## config.mk

```make
export PLATFORM = sky130hd
export DESIGN_NAME = seg7_scan_monitor
export DESIGN_NICKNAME = d
export VERILOG_FILES = /design/src/rtl/seg7_scan_monitor.sv
export SDC_FILE = /design/constraint.sdc
export NUM_CORES = 1
export LEC_CHECK = 0
export CAP_MARGIN = 20
export CELL_PAD_IN_SITES_DETAIL_PLACEMENT = 1
export CELL_PAD_IN_SITES_GLOBAL_PLACEMENT = 2
export CORE_MARGIN = 3
export CORE_UTILIZATION = 41
export CTS_CLUSTER_SIZE = 28
export DETAILED_ROUTE_END_ITERATION = 6
export PLACE_DENSITY_LB_ADDON = 0.08
export REMOVE_ABC_BUFFERS = 1
export SLEW_MARGIN = 20
export SYNTH_ARGS = -nofsm -noshare
export SYNTH_HDL_FRONTEND = slang
export SYNTH_SLANG_ARGS = --single-unit
```

## constraint.sdc

```tcl
create_clock -name clk_100mhz -period 6.4 [get_ports clk_100mhz]
set_clock_uncertainty 0.05 [all_clocks]
set_input_delay 1.28 -clock clk_100mhz [delete_from_list [all_inputs] [get_ports clk_100mhz]]
set_output_delay 1.28 -clock clk_100mhz [all_outputs]
set_load 0.005 [all_outputs]
```

## src/rtl/seg7_scan_monitor.sv

```systemverilog
// seg7_scan_monitor
//   Watches the scanned 4-digit 7-segment display lines and turns them back
//   into per-digit BCD values. It is used for on-board self-test and for
//   closed-loop checking of the stopwatch display path.
//
//   A digit is captured once per anode dwell, after the synchronised
//   {AN,seg} bus has held still for SETTLE_CYCLES cycles.
//
// Ports
//   clk_100mhz         system clock
//   rst                asynchronous, active-high reset
//   CA..CG             segment lines, active-low (0 = lit), asynchronous
//   AN0..AN3           anode enables, active-low, asynchronous
//   digit0..digit3     last captured value per digit (0-9, F blank, E illegal)
//   blank / err        per-digit flags from the last capture of that digit
//   frame_valid        1-cycle pulse once all four digits have been captured
//   stale              no capture for TIMEOUT_CYCLES; cleared by next capture
module seg7_scan_monitor #(
  parameter int SETTLE_CYCLES  = 16,
  parameter int TIMEOUT_CYCLES = 2_000_000
) (
  input  logic       clk_100mhz,
  input  logic       rst,
  input  logic       CA,
  input  logic       CB,
  input  logic       CC,
  input  logic       CD,
  input  logic       CE,
  input  logic       CF,
  input  logic       CG,
  input  logic       AN0,
  input  logic       AN1,
  input  logic       AN2,
  input  logic       AN3,
  output logic [3:0] digit0,
  output logic [3:0] digit1,
  output logic [3:0] digit2,
  output logic [3:0] digit3,
  output logic [3:0] blank,
  output logic [3:0] err,
  output logic       frame_valid,
  output logic       stale
);

  localparam int NUM_DIGITS = 4;
  localparam int SW = $clog2(SETTLE_CYCLES);
  localparam int TW = $clog2(TIMEOUT_CYCLES + 1);
  localparam logic [SW-1:0] SETTLE_MAX = SW'(SETTLE_CYCLES - 1);
  localparam logic [TW-1:0] TMO_MAX    = TW'(TIMEOUT_CYCLES);

  // {AN3..AN0, CA..CG}; idle (all high) is the reset value of every stage
  logic [10:0] raw;
  logic [10:0] sync1_q, sync1_d, sync2_q, sync2_d, prev_q, prev_d;

  logic [SW-1:0] settle_q, settle_d;
  logic          captured_q, captured_d;
  logic [TW-1:0] tmo_q, tmo_d;
  logic [NUM_DIGITS-1:0] seen_q, seen_d;
  logic                  fv_q, fv_d;
  logic [NUM_DIGITS-1:0][3:0] digit_q, digit_d;
  logic [NUM_DIGITS-1:0] blank_q, blank_d, err_q, err_d;

  logic [3:0] an;
  logic [6:0] seg;
  logic       idle, stable, capture;
  logic [1:0] sel_idx;
  logic [NUM_DIGITS-1:0] sel_oh, seen_nxt;
  logic [3:0] dec_val;
  logic       dec_blank, dec_err;

  assign raw = {AN3, AN2, AN1, AN0, CA, CB, CC, CD, CE, CF, CG};
  assign an  = sync2_q[10:7];
  assign seg = sync2_q[6:0];

  always_comb begin
    sync1_d = raw;
    sync2_d = sync1_q;
    prev_d  = sync2_q;
  end

  // Exactly one anode low selects a digit; anything else is idle.
  always_comb begin
    idle    = 1'b0;
    sel_idx = 2'd0;
    sel_oh  = '0;
    unique case (an)
      4'b1110: begin sel_idx = 2'd0; sel_oh = 4'b0001; end
      4'b1101: begin sel_idx = 2'd1; sel_oh = 4'b0010; end
      4'b1011: begin sel_idx = 2'd2; sel_oh = 4'b0100; end
      4'b0111: begin sel_idx = 2'd3; sel_oh = 4'b1000; end
      default: idle = 1'b1;
    endcase
  end

  // Segment decode, bit order CA..CG (MSB = CA)
  always_comb begin
    dec_val   = 4'hE;
    dec_blank = 1'b0;
    dec_err   = 1'b0;
    case (seg)
      7'b0000001: dec_val = 4'd0;
      7'b1001111: dec_val = 4'd1;
      7'b0010010: dec_val = 4'd2;
      7'b0000110: dec_val = 4'd3;
      7'b1001100: dec_val = 4'd4;
      7'b0100100: dec_val = 4'd5;
      7'b0100000: dec_val = 4'd6;
      7'b0001111: dec_val = 4'd7;
      7'b0000000: dec_val = 4'd8;
      7'b0001100: dec_val = 4'd9;
      7'b1111111: begin dec_val = 4'hF; dec_blank = 1'b1; end
      default:    begin dec_val = 4'hE; dec_err   = 1'b1; end
    endcase
  end

  assign stable  = (sync2_q == prev_q);
  // captured_q blocks repeat captures while the same pattern keeps dwelling
  assign capture = !idle && (settle_q == SETTLE_MAX) && !captured_q;
  assign seen_nxt = seen_q | sel_oh;

  always_comb begin
    settle_d   = settle_q;
    captured_d = captured_q;
    tmo_d      = tmo_q;
    seen_d     = seen_q;
    fv_d       = 1'b0;
    digit_d    = digit_q;
    blank_d    = blank_q;
    err_d      = err_q;

    if (idle || !stable)          settle_d = '0;
    else if (settle_q != SETTLE_MAX) settle_d = settle_q + SW'(1);

    if (!stable)      captured_d = 1'b0;
    else if (capture) captured_d = 1'b1;

    if (capture)              tmo_d = '0;
    else if (tmo_q != TMO_MAX) tmo_d = tmo_q + TW'(1);

    if (capture) begin
      digit_d[sel_idx] = dec_val;
      blank_d[sel_idx] = dec_blank;
      err_d[sel_idx]   = dec_err;
      // Completing the set restarts collection from empty, this digit included
      if (seen_nxt == 4'b1111) begin
        fv_d   = 1'b1;
        seen_d = '0;
      end else begin
        seen_d = seen_nxt;
      end
    end
  end

  always_ff @(posedge clk_100mhz or posedge rst) begin
    if (rst) begin
      sync1_q    <= '1;
      sync2_q    <= '1;
      prev_q     <= '1;
      settle_q   <= '0;
      captured_q <= 1'b0;
      tmo_q      <= '0;
      seen_q     <= '0;
      fv_q       <= 1'b0;
      digit_q    <= '0;
      blank_q    <= '0;
      err_q      <= '0;
    end else begin
      sync1_q    <= sync1_d;
      sync2_q    <= sync2_d;
      prev_q     <= prev_d;
      settle_q   <= settle_d;
      captured_q <= captured_d;
      tmo_q      <= tmo_d;
      seen_q     <= seen_d;
      fv_q       <= fv_d;
      digit_q    <= digit_d;
      blank_q    <= blank_d;
      err_q      <= err_d;
    end
  end

  assign digit0      = digit_q[0];
  assign digit1      = digit_q[1];
  assign digit2      = digit_q[2];
  assign digit3      = digit_q[3];
  assign blank       = blank_q;
  assign err         = err_q;
  assign frame_valid = fv_q;
  assign stale       = (tmo_q == TMO_MAX);

endmodule

```

==> flow_summary.toml <==
[status]
outcome = "finished, final reports clean"

[critical_path]
criticalPathCategory = "reg -> out"
r2r-start = "prev_d[5]$_DFF_PP1_"
worstSetupStartpoint = "tmo_q[6]$_DFFE_PP0P_"
cp.arrival_ns = 2.32
end_kind = "output port"
crit_required_ns = 5.07
startpoint_type = "register"
worstPathMaxFanout = 6

[die]
rows = 34
coreArea_um2 = 8848
initial_core_util_pct = 42.75
die_area_um2 = 10410
io_pins = 39
dieWidth_um = 102.1
die_h_um = 102.1

[timing]
slew_headroom_pct = 54.69
max_freq_mhz = 273.6
setup_tns_ns = 0
finalCriticalPeriod_ns = 3.655
setup_violations = 0
rsz0062_at_grt = "no"
tightest_slew_ns = 0.6766
hold_viol = 0
drv_slew = 0
fin_crit_sh_pct = 57.11

[clock_network]
ctsHoldBuffers = 0
clock_latency_ns = 0.35
clockBufferDepth = 2
post_cts_resized = 0
clock-sinks = 88
htree_num_levels = 3
tritoncts = "yes"
root_buffer = "clkbuf_8"
cts_setup_buffers = 0
numCtsBuffers = 9
clk_pin_slew_worst_paths_ns = 0.09

[finish]
final_cell_count_no_fill = 460
fill_cells = 949
n_antenna_cell = 0
areaGrowthSynthToFinish_pct = 17.17
fin_area_um2 = 4432
drive_gt1_share_pct = 24.43
post-route-util_pct = 50.08
fin_nets = 363

[synthesis]
yosysMostFrequentCell = "dfrtp_1"
synth-async-reset-ratio_pct = 100.0
yosysWarnings = 0
synth_ff_type = "dfrtp_1"
synth.area.top_cells = "dfrtp_1 (36%), dfstp_2 (23%), mux2_2 (7.1%)"
ys_seq_area_share_pct = 59.31
ys_seq_elements = 88
ys_types = 47
syn-instance-count = 308
synth-edff-count = 0
synth_top_area_cell = "dfrtp_1"
yosysTopAreaCellShare_pct = 36.39
synth.avg_cell_area_um2 = 12.28
yosys-top-cells-count = "dfrtp_1 (55), nor2_1 (41), dfstp_2 (33), mux2_2 (24)"
syn-cell-area_um2 = 3782

[detailed_routing]
drtPass1Iterations = 4
drc = 0
postRouteAntennaNets = 0
wire_per_inst_um = 16.55
vias_per_cell = 5.309
first_iter_violations = 117
num_vias = 2442
totalWireLength_mm = 7.613

[power]
ir_drop_mv = 0.1014
p_clk_share_pct = 37.8
p_sw_mw = 0.2238
leakage_nw = 1.871
p_comb_share_pct = 3.8
power_frac_seq_pct = 58.4
p_int_mw = 0.7838
cellPowerDensity_nw_per_um2 = 227.4
switching_share_pct = 22.21

[placed_design]
gp_congestion = 0.7586
place_inst = 444
place_area_um2 = 4234
io_buffers = 38
place_hpwl_mm = 5.287

[grt]
grt_pass1_vias = 2538
grt_first_pass_wirelength_mm = 12.94
grt_max_degree = 50
grt_overflow = 0
antenna_found_initial = 0
grt_usage_pct = 16.13

[flow_run]
cap_violations = 0

[hold_path]
min_path_type = "reg -> reg"
min_from = "sync1_q[6]$_DFF_PP1_"
==> metal layers <==
| metal | part of all wire (%) | track usage, % | wire (µm) | up-vias |
|---|---|---|---|---|
| met5 | 0 | 0 | 0 | - |
| met4 | 1.0 | 3.935 | 77 | 0 |
| met3 | 2.3 | 4.096 | 178 | 10 |
| met2 | 51 | 26.54 | 3849 | 37 |
| met1 | 46 | 21.49 | 3507 | 1251 |
| li1 | - | - | - | 1144 |
==> stage by stage <==
| step | setup WS, ns | power [mW] | hold slack (ns) |
|---|---|---|---|
| after floorplan | 2.846 | 0.6190 | 0.2952 |
| after global placement | 3.128 | 0.6370 | 0.2954 |
| after detailed placement | 3.117 | 0.6384 | 0.2969 |
| after CTS | 2.696 | 1.024 | 0.3112 |
| after global routing | 2.534 | 1.058 | 0.3135 |
| final | 2.745 | 1.008 | 0.3089 |
==> area by class of cell <==
| cell class | instances | area [µm²] | share of cell area [%] |
|---|---|---|---|
| Clock buffer | 11 | 141.4 | 3.190 |
| Clock inverter | 5 | 56.30 | 1.270 |
| Inverter | 5 | 20.02 | 0.4517 |
| Multi-Input combinational cell | 203 | 1440 | 32.50 |
| Sequential cell | 88 | 2243 | 50.62 |
| Tap cell | 108 | 135.1 | 3.049 |
| Timing Repair Buffer | 40 | 395.4 | 8.922 |
==> worst max-delay path, cell delays in order (launching register included) <==
cell and delay (ns):
dfrtp_1 0.46, nor4_1 0.32, nand4_1 0.17, nor3_1 0.43, clkdlybuf4s50_1 0.60
==> final timing paths <==
kind | endpoint | slack, ns | cells after the start
worst max-delay path | stale | 2.75 | 4
worst min-delay path | prev_d[6]$_DFF_PP1_ | 0.31 | 0
worst max register to register | digit0[1]$_DFFE_PP0P_ | 3.87 | 5
worst min register to register | prev_d[6]$_DFF_PP1_ | 0.31 | 0
max in group asynchronous | digit2[0]$_DFFE_PP0P_ | 3.96 | 3
min in group asynchronous | tmo_q[16]$_DFFE_PP0P_ | 1.28 | 2
==> registers in the layout, summed over array words and instances (netlist names), 11 cells and up <==
register  count
tmo_q        21
prev_d       11
prev_q       11
sync1_q      11
==> power by group through the flow <==
| stage | Sequential, mW | Combinational, mW | Clock [mW] |
|---|---|---|---|
| 2_1_floorplan | 0.595 | 0.0243 | 0 |
| 3_3_place_gp | 0.598 | 0.0385 | 0 |
| 3_5_place_dp | 0.599 | 0.0393 | 0 |
| 4_1_cts | 0.589 | 0.0395 | 0.395 |
| 5_1_grt | 0.591 | 0.0434 | 0.423 |
| 6_report | 0.589 | 0.0380 | 0.381 |
==> cells by family after synthesis <==
kind of cell    count (synthesis)  synth area share (%)
simple gates                  118                 16.64
flops                          88                 59.31
xor+xnor                       36                 8.336
mux                            26                 7.675
compound gates                 20                 4.433
buf+inv                        17                 2.613
fa+ha+maj                       3                0.9925
==> placed cells by master (no fill, tap or decap), types with 3 or more instances in the layout <==
cell              n
nor2_1           41
clkdlybuf4s50_1  38
dfrtp_1          55
a21oi_1           4
nand4_1          10
inv_1             4
dfstp_2          33
nor3_1            7
xor2_1           18
nor4_1            5
clkinv_2          3
nand3_1          17
clkbuf_8         10
mux2_2           24
ha_1              3
nand2_1          10
xnor2_1          18
nand3b_1          6
Power figures use the tool's default switching activity.
